--- config.mk ---
export PLATFORM = sky130hd
export DESIGN_NAME = uart_cmd_wrapper
export DESIGN_NICKNAME = d
export VERILOG_FILES = /design/src/rtl/cmd_pkg.sv /design/src/rtl/UART.sv /design/src/rtl/uart_cmd_wrapper.sv
export SDC_FILE = /design/constraint.sdc
export NUM_CORES = 1
export LEC_CHECK = 0
export BUFFER_PORTS_ARGS = -buffer_cell sky130_fd_sc_hd__buf_2
export CORE_MARGIN = 4
export CORE_UTILIZATION = 55
export DETAILED_ROUTE_END_ITERATION = 16
export PLACE_DENSITY = 0.74
export SYNTH_ARGS = -nofsm -noshare
export SYNTH_HDL_FRONTEND = slang
export SYNTH_SLANG_ARGS = --single-unit
--- constraint.sdc ---
create_clock -name clk -period 2.8 [get_ports clk]
set_clock_uncertainty 0.1 [all_clocks]
set_input_delay 0.56 -clock clk [delete_from_list [all_inputs] [get_ports clk]]
set_output_delay 0.56 -clock clk [all_outputs]
set_load 0.005 [all_outputs]
--- src/rtl/cmd_pkg.sv ---
// -----------------------------------------------------------------------------
// cmd_pkg
// Shared types and constants for the 3-byte remote command receiver.
//   rx_state_t    : receive framing states (WAIT_CMD -> WAIT_HI -> WAIT_LO)
//   CMD_BYTES     : bytes per command frame (opcode, data high, data low)
//   CMD_W         : width of an assembled frame
//   TO_CYCLES_DEF : default inter-byte timeout (50 ms at 50 MHz)
//   BAUD_DIV_DEF  : default clk cycles per UART bit (115200 baud at 50 MHz)
// -----------------------------------------------------------------------------
package cmd_pkg;

  typedef enum logic [1:0] {
    WAIT_CMD,
    WAIT_HI,
    WAIT_LO
  } rx_state_t;

  localparam int          CMD_BYTES     = 3;
  localparam int          CMD_W         = 8 * CMD_BYTES;
  localparam logic [21:0] TO_CYCLES_DEF = 22'd2_500_000;
  localparam int          BAUD_DIV_DEF  = 434;

endpackage

--- src/rtl/UART.sv ---
// -----------------------------------------------------------------------------
// UART
// 8N1 transceiver, LSB-first on the wire.
//   clk, rst_n  : clock, asynchronous active-low reset
//   RX          : serial input (synchronised internally)
//   TX          : serial output, idles high
//   rx_rdy      : sticky flag, a received byte is in rx_data
//   clr_rx_rdy  : clears rx_rdy on the next edge
//   rx_data     : last received byte
//   trmt        : start transmitting tx_data (ignored while busy)
//   tx_data     : byte to transmit, sampled when trmt is accepted
//   tx_done     : one-cycle pulse at the end of the stop bit
// Parameter BAUD_DIV: clk cycles per bit.
// -----------------------------------------------------------------------------
module UART #(
  parameter int BAUD_DIV = 434
) (
  input  logic       clk,
  input  logic       rst_n,
  input  logic       RX,
  output logic       TX,
  output logic       rx_rdy,
  input  logic       clr_rx_rdy,
  output logic [7:0] rx_data,
  input  logic       trmt,
  input  logic [7:0] tx_data,
  output logic       tx_done
);

  localparam int            CW        = $clog2(BAUD_DIV);
  localparam logic [CW-1:0] BIT_LAST  = CW'(BAUD_DIV - 1);
  localparam logic [CW-1:0] HALF_LAST = CW'(BAUD_DIV / 2 - 1);

  // ---------------- receiver ----------------
  logic          r_rx_s1, r_rx_s2, r_rx_busy;
  logic [CW-1:0] r_rx_cnt;
  logic [3:0]    r_rx_bit;
  logic [7:0]    r_rx_sr;
  logic          w_rx_tick;

  // Bit 0 (start) is sampled half a bit after the falling edge, so every
  // later sample lands mid-bit.
  assign w_rx_tick = (r_rx_cnt == ((r_rx_bit == 4'd0) ? HALF_LAST : BIT_LAST));

  always_ff @(posedge clk or negedge rst_n) begin
    if (!rst_n) begin
      r_rx_s1   <= 1'b1;
      r_rx_s2   <= 1'b1;
      r_rx_busy <= 1'b0;
      r_rx_cnt  <= '0;
      r_rx_bit  <= 4'd0;
      r_rx_sr   <= 8'h00;
      rx_data   <= 8'h00;
      rx_rdy    <= 1'b0;
    end else begin
      // NOTE: non-blocking assignments throughout sequential logic, so every
      // register sees the pre-edge value of every other register.
      r_rx_s1 <= RX;
      r_rx_s2 <= r_rx_s1;
      if (clr_rx_rdy) rx_rdy <= 1'b0;  // a byte completing below overrides this
      if (!r_rx_busy) begin
        if (!r_rx_s2) begin
          r_rx_busy <= 1'b1;
          r_rx_cnt  <= '0;
          r_rx_bit  <= 4'd0;
        end
      end else if (!w_rx_tick) begin
        r_rx_cnt <= r_rx_cnt + 1'b1;
      end else begin
        r_rx_cnt <= '0;
        r_rx_bit <= r_rx_bit + 4'd1;
        if (r_rx_bit == 4'd0) begin
          if (r_rx_s2) r_rx_busy <= 1'b0;  // glitch, not a real start bit
        end else if (r_rx_bit == 4'd9) begin
          r_rx_busy <= 1'b0;
          rx_data   <= r_rx_sr;
          rx_rdy    <= 1'b1;
        end else begin
          r_rx_sr <= {r_rx_s2, r_rx_sr[7:1]};
        end
      end
    end
  end

  // ---------------- transmitter ----------------
  logic [8:0]    r_tx_sr;
  logic          r_tx_busy;
  logic [CW-1:0] r_tx_cnt;
  logic [3:0]    r_tx_bit;

  always_ff @(posedge clk or negedge rst_n) begin
    if (!rst_n) begin
      r_tx_sr   <= '1;
      r_tx_busy <= 1'b0;
      r_tx_cnt  <= '0;
      r_tx_bit  <= 4'd0;
      tx_done   <= 1'b0;
    end else begin
      tx_done <= 1'b0;
      if (trmt && !r_tx_busy) begin
        r_tx_sr   <= {tx_data, 1'b0};
        r_tx_busy <= 1'b1;
        r_tx_cnt  <= '0;
        r_tx_bit  <= 4'd0;
      end else if (r_tx_busy) begin
        if (r_tx_cnt != BIT_LAST) begin
          r_tx_cnt <= r_tx_cnt + 1'b1;
        end else begin
          r_tx_cnt <= '0;
          if (r_tx_bit == 4'd9) begin
            r_tx_busy <= 1'b0;
            tx_done   <= 1'b1;
          end else begin
            // Shifting ones in leaves the stop bit (and idle) at bit 0.
            r_tx_sr  <= {1'b1, r_tx_sr[8:1]};
            r_tx_bit <= r_tx_bit + 4'd1;
          end
        end
      end
    end
  end

  assign TX = r_tx_sr[0];

endmodule

--- src/rtl/uart_cmd_wrapper.sv ---
// -----------------------------------------------------------------------------
// uart_cmd_wrapper
// Device-side receiver for the 3-byte remote command protocol
// (cmd, data[15:8], data[7:0]) and return path for an 8-bit response.
//   clk, rst_n   : clock, asynchronous active-low reset
//   RX, TX       : serial link to the remote command transmitter
//   cmd, data    : opcode / data of the last complete command
//   cmd_rdy      : sticky, complete command available
//   clr_cmd_rdy  : processor acknowledge, clears cmd_rdy
//   resp         : response byte
//   send_resp    : single-cycle request to transmit resp
//   resp_sent    : one-cycle pulse when the response has been sent
// Build option CMD_TIMEOUT_EN: drop a partial frame after TO_CYCLES idle
// cycles between bytes (the TO_CYCLES parameter exists only in that build).
// -----------------------------------------------------------------------------
module uart_cmd_wrapper
  import cmd_pkg::*;
#(
`ifdef CMD_TIMEOUT_EN
  parameter logic [21:0] TO_CYCLES = TO_CYCLES_DEF,
`endif
  parameter int BAUD_DIV = BAUD_DIV_DEF
) (
  input  logic        clk,
  input  logic        rst_n,
  input  logic        RX,
  output logic        TX,
  output logic [7:0]  cmd,
  output logic [15:0] data,
  output logic        cmd_rdy,
  input  logic        clr_cmd_rdy,
  input  logic [7:0]  resp,
  input  logic        send_resp,
  output logic        resp_sent
);

  rx_state_t        r_state, w_next_state;
  logic             w_rx_rdy, w_clr_rx_rdy, w_tx_done;
  logic [7:0]       w_rx_data;
  logic             w_cap_cmd, w_cap_hi, w_complete, w_timeout;
  logic [7:0]       r_cmd_shadow, r_hi_shadow, r_resp;
  logic [CMD_W-1:0] w_frame;
  logic             r_trmt, r_tx_busy, w_resp_accept;

  UART #(.BAUD_DIV(BAUD_DIV)) u_uart (
    .clk        (clk),
    .rst_n      (rst_n),
    .RX         (RX),
    .TX         (TX),
    .rx_rdy     (w_rx_rdy),
    .clr_rx_rdy (w_clr_rx_rdy),
    .rx_data    (w_rx_data),
    .trmt       (r_trmt),
    .tx_data    (r_resp),
    .tx_done    (w_tx_done)
  );

  // ---------------- receive framing FSM ----------------
  always_ff @(posedge clk or negedge rst_n) begin
    if (!rst_n) r_state <= WAIT_CMD;
    else        r_state <= w_next_state;
  end

  always_comb begin
    // NOTE: every output gets a default first, so no path can infer a latch.
    w_next_state = r_state;
    w_clr_rx_rdy = 1'b0;
    w_cap_cmd    = 1'b0;
    w_cap_hi     = 1'b0;
    w_complete   = 1'b0;
    case (r_state)
      WAIT_CMD: if (w_rx_rdy) begin
        w_clr_rx_rdy = 1'b1;
        w_cap_cmd    = 1'b1;
        w_next_state = WAIT_HI;
      end
      WAIT_HI: if (w_rx_rdy) begin
        w_clr_rx_rdy = 1'b1;
        w_cap_hi     = 1'b1;
        w_next_state = WAIT_LO;
      end else if (w_timeout) begin
        w_next_state = WAIT_CMD;
      end
      WAIT_LO: if (w_rx_rdy) begin
        w_clr_rx_rdy = 1'b1;
        w_complete   = 1'b1;
        w_next_state = WAIT_CMD;
      end else if (w_timeout) begin
        w_next_state = WAIT_CMD;
      end
      default: w_next_state = WAIT_CMD;
    endcase
  end

`ifdef CMD_TIMEOUT_EN
  // Idle counter between bytes of a frame; restarts on every captured byte.
  logic [21:0] r_to_cnt;

  always_ff @(posedge clk or negedge rst_n) begin
    if (!rst_n)                                          r_to_cnt <= 22'd0;
    else if (r_state == WAIT_CMD || w_rx_rdy || w_timeout) r_to_cnt <= 22'd0;
    else                                                 r_to_cnt <= r_to_cnt + 22'd1;
  end

  assign w_timeout = (r_to_cnt == TO_CYCLES - 22'd1);
`else
  assign w_timeout = 1'b0;
`endif

  // ---------------- command assembly ----------------
  // The third byte goes straight from the UART into the outputs, so cmd and
  // data only ever change as a complete, consistent triple.
  assign w_frame = {r_cmd_shadow, r_hi_shadow, w_rx_data};

  always_ff @(posedge clk or negedge rst_n) begin
    if (!rst_n) begin
      r_cmd_shadow <= 8'h00;
      r_hi_shadow  <= 8'h00;
      cmd          <= 8'h00;
      data         <= 16'h0000;
      cmd_rdy      <= 1'b0;
    end else begin
      if (w_cap_cmd) r_cmd_shadow <= w_rx_data;
      if (w_cap_hi)  r_hi_shadow  <= w_rx_data;
      if (w_complete) begin
        cmd  <= w_frame[23:16];
        data <= w_frame[15:0];
      end
      // Completion beats acknowledge; a new first byte retires a stale command.
      if (w_complete)                    cmd_rdy <= 1'b1;
      else if (clr_cmd_rdy || w_cap_cmd) cmd_rdy <= 1'b0;
    end
  end

  // ---------------- response path ----------------
  // Requests during a transmission are dropped, so r_resp stays stable.
  assign w_resp_accept = send_resp && !r_tx_busy;

  always_ff @(posedge clk or negedge rst_n) begin
    if (!rst_n) begin
      r_resp    <= 8'h00;
      r_trmt    <= 1'b0;
      r_tx_busy <= 1'b0;
    end else begin
      r_trmt <= w_resp_accept;
      if (w_resp_accept) r_resp <= resp;
      if (w_resp_accept)  r_tx_busy <= 1'b1;
      else if (w_tx_done) r_tx_busy <= 1'b0;
    end
  end

  assign resp_sent = w_tx_done;

endmodule

==> results of run 1 <==
[state kept, by name, summed over array words and instances, names as in the netlist, 8 cells and up]
register,cells
u_uart.r_rx_cnt,9
data,16
u_uart.rx_data,8
u_uart.r_tx_cnt,9
r_hi_shadow,8
u_uart.r_rx_sr,8
r_resp,8
cmd,8
u_uart.r_tx_sr,9
r_cmd_shadow,8
[kinds of logic (layout without fill, tap and decap cells)]
family                   after synthesis  in the layout
flip-flops                           110            110
AND/OR/NAND/NOR                       93             93
multiplexers                          81             81
AO/OA/AOI/OAI                         54             54
buffers and inverters                 25             74
adder cells (fa/ha/maj)                8              8
XOR/XNOR                               4              4
[report_power, final]
group          internal, W  leakage [nW]  switching (W)
clock             0.000350        0.0965       0.000576
sequential         0.00165          1.46      0.0000626
combinational    0.0000609          1.08      0.0000770
[cells in the mapped netlist (all sizes together)]
cell / n
or3b: 1
dfrtp: 99
nor3b: 2
nand2: 27
or2: 1
xnor2: 2
or4: 1
inv: 11
ha: 8
xor2: 2
nand4b: 1
nand4: 5
and2: 2
clkdlybuf4s18: 1
o311ai: 1
nor2: 13
mux2: 64
and4: 1
nor4: 1
nor3: 2
buf: 3
or3: 2
nand2b: 3
a21oi: 18
clkbuf: 10
a41o: 1
nand3b: 5
a31oi: 1
and3: 5
and4bb: 3
nand3: 14
nor4b: 1
nor2b: 3
a211oi: 2
a22oi: 1
dfstp: 11
a31o: 1
a22o: 2
mux2i: 17
a21boi: 1
o211ai: 2
o21ai: 23
o31ai: 1
[critical path, cell delays in order, from the launching register on]
cell      delay (ns)
dfrtp_1         0.45
inv_1           0.08
ha_1            0.15
nor3b_1         0.29
nand3b_1        0.22
a211oi_4        0.54
mux2_2          0.40
[through the flow]
| stage | setup WS [ns] | hold WS [ns] |
|---|---|---|
| 5_1_grt | 0.292 | 0.104 |
| 3_3_place_gp | 0.607 | 0.248 |
| 3_5_place_dp | 0.463 | 0.249 |
| 4_1_cts | 0.444 | 0.0891 |
| 2_1_floorplan | 0.772 | 0.164 |
| 6_report | 0.471 | 0.0764 |
[final cells by class]
| type | count | area [um2] | area share, % |
|---|---|---|---|
| Sequential cell | 110 | 2770 | 52.4 |
| Multi-Input combinational cell | 240 | 1880 | 35.6 |
| Timing Repair Buffer | 47 | 270 | 5.12 |
| Tap cell | 105 | 131 | 2.49 |
| Clock buffer | 10 | 128 | 2.42 |
| Clock inverter | 6 | 62.6 | 1.18 |
| Inverter | 11 | 41.3 | 0.782 |
[worst paths after layout]
path,slack (ns),start,end,depth (start not counted)
worst min-delay path,0.08,rst_n,u_uart.r_tx_cnt[4],1
min in group clk,0.18,RX,u_uart.r_rx_s1,1
worst min register to register,0.26,u_uart.r_rx_s1,u_uart.r_rx_s2,0
worst max register to register,0.47,u_uart.r_rx_bit[0],u_uart.rx_data[6],6
max in group asynchronous,1.81,rst_n,u_uart.r_rx_s1,2
worst max-delay path,0.47,u_uart.r_rx_bit[0],u_uart.rx_data[6],6
[metal layers]
metal / share of wire (%) / vias to the layer above / GRT usage [%]
li1: - / 1422 / -
met1: 46 / 1503 / 23.8
met2: 50 / 43 / 28.5
met3: 3.3 / 11 / 4.29
met4: 1.4 / 0 / 5.21
met5: 0 / - / 0
==> impl_metrics.env, run 1 <==
export IMPL_status="completed"
export IMPL_post_cts_buffers=0
export IMPL_start_util_pct=57.3
export IMPL_postCtsHoldBufs=0
export IMPL_die_w_um=101
export IMPL_port_buffers=39
export IMPL_maxCapViolations=0
export IMPL_leakage_nw=2.63
export IMPL_gp_congestion=0.809
export IMPL_synth_fa_ha_area_share_pct=2.10
export IMPL_yosys_top_cells_area="dfrtp_1, mux2_2, dfstp_2"
export IMPL_pin_count=40
export IMPL_grt_pass1_vias=2946
export IMPL_yosysTopAreaCell="dfrtp_1"
export IMPL_syn_to_final_growth_pct=11.0
export IMPL_fin_nets=440
export IMPL_drc=0
export IMPL_grt_max_degree=53
export IMPL_rsz0062_at_grt="no"
export IMPL_maxSlewViolCount=0
export IMPL_clk_path_buf_depth=2
export IMPL_synth_xor_area_share_pct=0.736
export IMPL_antenna_cells=0
export IMPL_root_buffer="clkbuf_8"
export IMPL_antenna_found_initial=0
export IMPL_die_area_um2=10200
export IMPL_rows=33
export IMPL_peakVddDrop_mv=0.272
export IMPL_post_place_cells=513
export IMPL_power_density_nw_per_um2=525
export IMPL_layout_min_cycle_time_ns=2.33
export IMPL_num_vias=2979
export IMPL_synth_top_family_by_area="multiplexers"
export IMPL_synth_top_area_share_pct=52.1
export IMPL_drt_pass1_iter_count=4
export IMPL_cts_resized=0
export IMPL_drtAntennaViolNets=0
export IMPL_synth_compound_area_share_pct=6.76
export IMPL_yosys_warnings=0
export IMPL_drive_gt1_share_pct=35.4
export IMPL_final_common_cell="dfrtp_1"
export IMPL_cts_sinks=110
export IMPL_postPlaceCellArea_um2=5090
export IMPL_final_util_pct=63.7
export IMPL_vias_per_cell=5.63
export IMPL_cp_end_kind="register"
export IMPL_crit_fanout=10
export IMPL_final_cell_mix="dfrtp_1, mux2_2, buf_2"
export IMPL_cts_tree="done"
export IMPL_num_fill_cells=644
export IMPL_required_ns=2.96
export IMPL_grt_pass1_wl_um=14200
export IMPL_finalPower_w=0.00278
export IMPL_seq_area_frac_synth_pct=58.1
export IMPL_path_class="register to register"
export IMPL_syn_area_um2=4760
export IMPL_finalWirelength_um=8270
export IMPL_dp_hpwl_um=5780
export IMPL_worstPathArrival_ns=2.49
export IMPL_relSlewSlack_pct=47.9
export IMPL_fmax_mhz=429
export IMPL_die_h_um=101
export IMPL_synth_nets=396
export IMPL_fp_coreArea_um2=8300
export IMPL_postLayoutCellArea_um2=5280
export IMPL_final_cell_count_no_fill=529
export IMPL_crit_path_start_kind="register"
export IMPL_yosysUniqueCellTypes=51
export IMPL_hold_viol_final=0
export IMPL_finalSetupViolCount=0
export IMPL_timing_setup_tns_ns=0
export IMPL_h_tree_depth=3
export IMPL_post_route_period_util_pct=83.2
export IMPL_cts_made_buffers=9
export IMPL_ys_ff_latch=110
export IMPL_clk_latency_ns=0.38
export IMPL_synth_simple_area_share_pct=11.3
export IMPL_worst_pin_slew_ns=0.778
export IMPL_clk_pin_slew_worst_paths_ns=0.10
export IMPL_hp_class="primary input to async pin"
export IMPL_overflow=0
export IMPL_wire_per_inst_um=15.6
export IMPL_synthCells=375
export IMPL_drt_iter0_drc=132
export IMPL_synthMuxAreaShare_pct=18.7
export IMPL_grt_usage_pct=17.6
export IMPL_avgSynthCellArea_um2=12.7
Note: power is estimated with default switching activity, not from simulation.
==> run 2, diff against run 1 <==
==> constraint.sdc (replaced) <==
create_clock -name clk -period 2.21 [get_ports clk]
set_clock_uncertainty 0.1 [all_clocks]
set_input_delay 0.442 -clock clk [delete_from_list [all_inputs] [get_ports clk]]
set_output_delay 0.442 -clock clk [all_outputs]
set_load 0.005 [all_outputs]
==> impl_metrics.env, run 2 (synthesis results as in run 1) <==
export IMPL_wire_per_inst_um=15.3
export IMPL_finalSetupViolCount=0
export IMPL_power_density_nw_per_um2=668
export IMPL_grt_usage_pct=17.5
export IMPL_relSlewSlack_pct=52.4
export IMPL_drc=0
export IMPL_h_tree_depth=3
export IMPL_hold_path_end="u_uart.r_rx_s1"
export IMPL_final_cell_count_no_fill=533
export IMPL_timing_setup_tns_ns=0
export IMPL_pin_count=40
export IMPL_leakage_nw=2.66
export IMPL_maxSlewViolCount=0
export IMPL_setup_ws_ns=0.139
export IMPL_dp_slack_ns=0.0908
export IMPL_peakVddDrop_mv=0.430
export IMPL_syn_to_final_growth_pct=12.2
export IMPL_crit_buf_inv=2
export IMPL_die_h_um=101
export IMPL_r2r_start="u_uart.r_rx_bit[0]"
export IMPL_final_common_cell="dfrtp_1"
export IMPL_slowest_delay_ns=0.43
export IMPL_grt_pass1_vias=2972
export IMPL_path_delay_family="flip-flops"
export IMPL_layout_min_cycle_time_ns=2.07
export IMPL_post_route_period_util_pct=93.7
export IMPL_drt_iter0_drc=109
export IMPL_post_cts_buffers=0
export IMPL_required_ns=2.37
export IMPL_antenna_found_initial=0
export IMPL_die_area_um2=10200
export IMPL_drive_gt1_share_pct=36.2
export IMPL_postPlaceCellArea_um2=5120
export IMPL_post_place_cells=517
export IMPL_seqCellArea_um2=2770
export IMPL_gp_congestion=0.782
export IMPL_grt_pass1_wl_um=14100
export IMPL_min_delay_start="RX"
export IMPL_root_buffer="clkbuf_8"
export IMPL_fin_nets=445
export IMPL_clk_latency_ns=0.37
export IMPL_cp_end_kind="register"
export IMPL_path_class="register to register"
export IMPL_worst_r2r_cell_count=7
export IMPL_multi_input_area_um2=1890
export IMPL_rrSetupSlack_ns=0.14
export IMPL_fp_coreArea_um2=8300
export IMPL_maxCapViolations=0
export IMPL_cts_tree="done"
export IMPL_worstPathArrival_ns=2.23
export IMPL_crit_chain="inv_1 -> ha_1 -> or3b_2 -> nand3_2 -> a211oi_4 -> buf_4 -> mux2_2"
export IMPL_cts_made_buffers=9
export IMPL_final_cell_mix="dfrtp_1, mux2_2, buf_2"
export IMPL_top_register="data"
export IMPL_num_fill_cells=641
export IMPL_clk_pin_slew_worst_paths_ns=0.11
export IMPL_cts_sinks=110
export IMPL_postLayoutCellArea_um2=5340
export IMPL_rsz0062_at_grt="no"
export IMPL_overflow=0
export IMPL_num_vias=2959
export IMPL_crit_path_start_kind="register"
export IMPL_drt_pass1_iter_count=4
export IMPL_rows=33
export IMPL_status="completed"
export IMPL_vias_per_cell=5.55
export IMPL_whs_path_depth=1
export IMPL_antenna_cells=0
export IMPL_clk_path_buf_depth=2
export IMPL_start_util_pct=57.3
export IMPL_port_buffers=39
export IMPL_hold_viol_final=0
export IMPL_largest_register_ffs=16
export IMPL_dp_hpwl_um=5610
export IMPL_finalWirelength_um=8130
export IMPL_crit_slowest_cell="dfrtp_1"
export IMPL_drtAntennaViolNets=0
export IMPL_grt_max_degree=45
export IMPL_fmax_mhz=483
export IMPL_hp_class="primary input to register"
export IMPL_worst_pin_slew_ns=0.711
export IMPL_crit_fanout=10
export IMPL_r2r_end="u_uart.rx_data[6]"
export IMPL_die_w_um=101
export IMPL_cp_depth=7
run 2: how the worst max path moves through the flow:
stage	slack, ns	to	from
2_1_floorplan	0.18	u_uart.rx_data[0]	u_uart.r_rx_bit[0]
3_3_place_gp	0.17	u_uart.rx_data[3]	u_uart.r_rx_bit[0]
3_5_place_dp	0.09	u_uart.rx_data[2]	u_uart.r_rx_bit[0]
4_1_cts	0.07	u_uart.rx_data[6]	u_uart.r_rx_bit[1]
5_1_grt	0.005	u_uart.rx_data[5]	u_uart.r_rx_bit[1]
6_report	0.14	u_uart.rx_data[6]	u_uart.r_rx_bit[0]
run 2: power breakdown:
| part | switching [W] | total [W] | internal (W) |
|---|---|---|---|
| combinational | 0.0000985 | 0.000179 | 0.0000804 |
| sequential | 0.0000799 | 0.00217 | 0.00209 |
| clock | 0.000680 | 0.00122 | 0.000540 |
| total | 0.000859 | 0.00357 | 0.00271 |
run 2: what timing repair did:
item	CTS	global route
endpoints found under the setup margin	0	10
hold buffers	1	0
endpoints found under the hold margin	24	0
resized for setup	0	1
run 2: cell type report:
cell class / instances / share of cell area (%)
sequential: 110 / 51.8
timing repair buffer: 52 / 5.81
clock buffer: 9 / 2.32
clock inverter: 6 / 1.45
multi-input combinational: 240 / 35.4
inverter: 11 / 0.773
tap: 105 / 2.46
run 2: metal layers:
layer / GRT usage (%) / vias up / wire length, um
met1: 22.3 / 1473 / 3690
met3: 4.84 / 7 / 283
met5: 0 / - / 0
li1: - / 1431 / -
met2: 29.4 / 48 / 4100
met4: 4.91 / 0 / 59
run 2: per-stage QoR:
stage / total power (W) / hold WS (ns) / utilization [%]
floorplan: 0.00229 / 0.0464 / -
global placement: 0.00237 / 0.246 / 61.7
detailed placement: 0.00239 / 0.249 / 61.7
CTS: 0.00363 / 0.0346 / 64.3
global route: 0.00375 / 0.0208 / 64.3
finish: 0.00357 / 0.0594 / 64.3
==> run 3, diff against run 2 <==
--- a/config.mk
+++ b/config.mk
@@ -7,9 +7,9 @@
 export LEC_CHECK = 0
 export BUFFER_PORTS_ARGS = -buffer_cell sky130_fd_sc_hd__buf_2
 export CORE_MARGIN = 4
-export CORE_UTILIZATION = 55
+export CORE_UTILIZATION = 31
 export DETAILED_ROUTE_END_ITERATION = 16
-export PLACE_DENSITY = 0.74
+export SETUP_SLACK_MARGIN = 0.05
 export SYNTH_ARGS = -nofsm -noshare
 export SYNTH_HDL_FRONTEND = slang
 export SYNTH_SLANG_ARGS = --single-unit
==> impl_metrics.env, run 3 (synthesis results as in run 1) <==
export IMPL_rsz0062_at_grt="yes"
export IMPL_grt_pass1_wl_um=15600
export IMPL_post_route_period_util_pct=93.8
export IMPL_drt_iter0_drc=231
export IMPL_finalSetupViolCount=0
export IMPL_final_util_pct=36.7
export IMPL_cts_made_buffers=9
export IMPL_grt_pass1_vias=3180
export IMPL_wire_per_inst_um=13.9
export IMPL_pin_count=40
export IMPL_maxSlewViolCount=0
export IMPL_post_place_cells=599
export IMPL_drive_gt1_share_pct=36.6
export IMPL_timing_setup_tns_ns=0
export IMPL_top_register="data"
export IMPL_grt_max_degree=37
export IMPL_final_cell_mix="dfrtp_1, mux2_2, buf_2"
export IMPL_worst_pin_slew_ns=0.656
export IMPL_start_util_pct=31.4
export IMPL_port_buffers=39
export IMPL_finalWirelength_um=8610
export IMPL_layout_min_cycle_time_ns=2.07
export IMPL_antenna_found_initial=0
export IMPL_root_buffer="clkbuf_16"
export IMPL_cp_end_kind="register"
export IMPL_clk_pin_slew_worst_paths_ns=0.07
export IMPL_dp_hpwl_um=5930
export IMPL_relSlewSlack_pct=56.1
export IMPL_clk_path_buf_depth=2
export IMPL_clk_latency_ns=0.35
export IMPL_required_ns=2.35
export IMPL_rows=45
export IMPL_vias_per_cell=4.85
export IMPL_fp_coreArea_um2=15100
export IMPL_path_class="register to register"
export IMPL_fmax_mhz=482
export IMPL_leakage_nw=2.72
export IMPL_worstPathArrival_ns=2.21
export IMPL_worst_r2r_cell_count=7
export IMPL_largest_register_ffs=16
export IMPL_gp_congestion=0.785
export IMPL_grt_usage_pct=10.9
export IMPL_drc=0
export IMPL_status="completed"
export IMPL_overflow=0
export IMPL_die_h_um=132
export IMPL_crit_path_start_kind="register"
export IMPL_maxCapViolations=0
export IMPL_antenna_cells=0
export IMPL_die_w_um=132
export IMPL_hp_class="primary input to register"
export IMPL_drt_pass1_iter_count=4
export IMPL_fin_nets=445
export IMPL_final_cell_count_no_fill=617
export IMPL_hold_viol_final=0
export IMPL_peakVddDrop_mv=0.355
export IMPL_num_vias=2991
export IMPL_crit_fanout=10
export IMPL_power_density_nw_per_um2=721
export IMPL_syn_to_final_growth_pct=16.9
export IMPL_h_tree_depth=3
export IMPL_cts_sinks=110
export IMPL_drtAntennaViolNets=0
export IMPL_final_common_cell="dfrtp_1"
export IMPL_die_area_um2=17400
export IMPL_whs_path_depth=1
export IMPL_cts_tree="done"
==> run 3: layout make-up <==
type | count | area (um2)
fill | 1493 | 9580
inverter | 11 | 41.3
tap | 188 | 235
clock buffer | 9 | 225
clock inverter | 7 | 78.8
multi-input combinational | 240 | 1890
timing repair buffer | 52 | 327
sequential | 110 | 2770
==> run 3: path summary, 6_finish.rpt <==
kind / from / to / slack [ns]
max: u_uart.r_rx_bit[0] / u_uart.rx_data[1] / 0.14
min: RX / u_uart.r_rx_s1 / 0.08
max reg2reg: u_uart.r_rx_bit[0] / u_uart.rx_data[1] / 0.14
min reg2reg: u_uart.r_rx_s1 / u_uart.r_rx_s2 / 0.26
max in group asynchronous: rst_n / r_hi_shadow[0] / 0.85
min in group asynchronous: rst_n / u_uart.r_tx_cnt[5] / 0.50
==> run 3: timing repair <==
action,in CTS,in global routing
setup endpoints to repair,7,10
endpoints found under the hold margin,31,0
buffers inserted,0,1
gates cloned,0,0
pin swaps,0,1
gates resized for setup,1,2
hold buffers,1,0
==> run 3: power by group <==
part	total, W	leakage (nW)	switching (W)	internal [W]
Sequential	0.00217	1.45	0.0000802	0.00209
Clock	0.00166	0.152	0.000761	0.000898
Combinational	0.000180	1.11	0.0000981	0.0000820
Total	0.00401	2.72	0.000940	0.00307
==> run 3: critical path: stages (launching register included) <==
cell and delay (ns):
dfrtp_2 0.44, inv_1 0.07, ha_1 0.16, nor3b_2 0.21, nand3b_1 0.20, a211oi_4 0.25
buf_6 0.18, mux2_2 0.34
==> run 3: layer usage <==
metal | routed length (um) | track usage [%] | vias up | share of wire (%)
li1 | - | - | 1438 | -
met1 | 3950 | 13.6 | 1487 | 46
met2 | 4150 | 17.5 | 50 | 48
met3 | 308 | 3.40 | 16 | 3.6
met4 | 197 | 4.20 | 0 | 2.3
met5 | 0 | 0 | - | 0
==> run 3: per-stage QoR <==
| step | total power [W] | instance area (um2) | worst slack (ns) | hold WS [ns] |
|---|---|---|---|---|
| 3_3_place_gp | 0.00238 | 5230 | 0.163 | 0.247 |
| 4_1_cts | 0.00407 | 5550 | 0.0831 | 0.0674 |
| 6_report | 0.00401 | 5560 | 0.136 | 0.0820 |
| 3_5_place_dp | 0.00239 | 5230 | 0.0681 | 0.247 |
| 2_1_floorplan | 0.00229 | 4760 | 0.182 | 0.0464 |
| 5_1_grt | 0.00419 | 5560 | 0.0461 | 0.0638 |
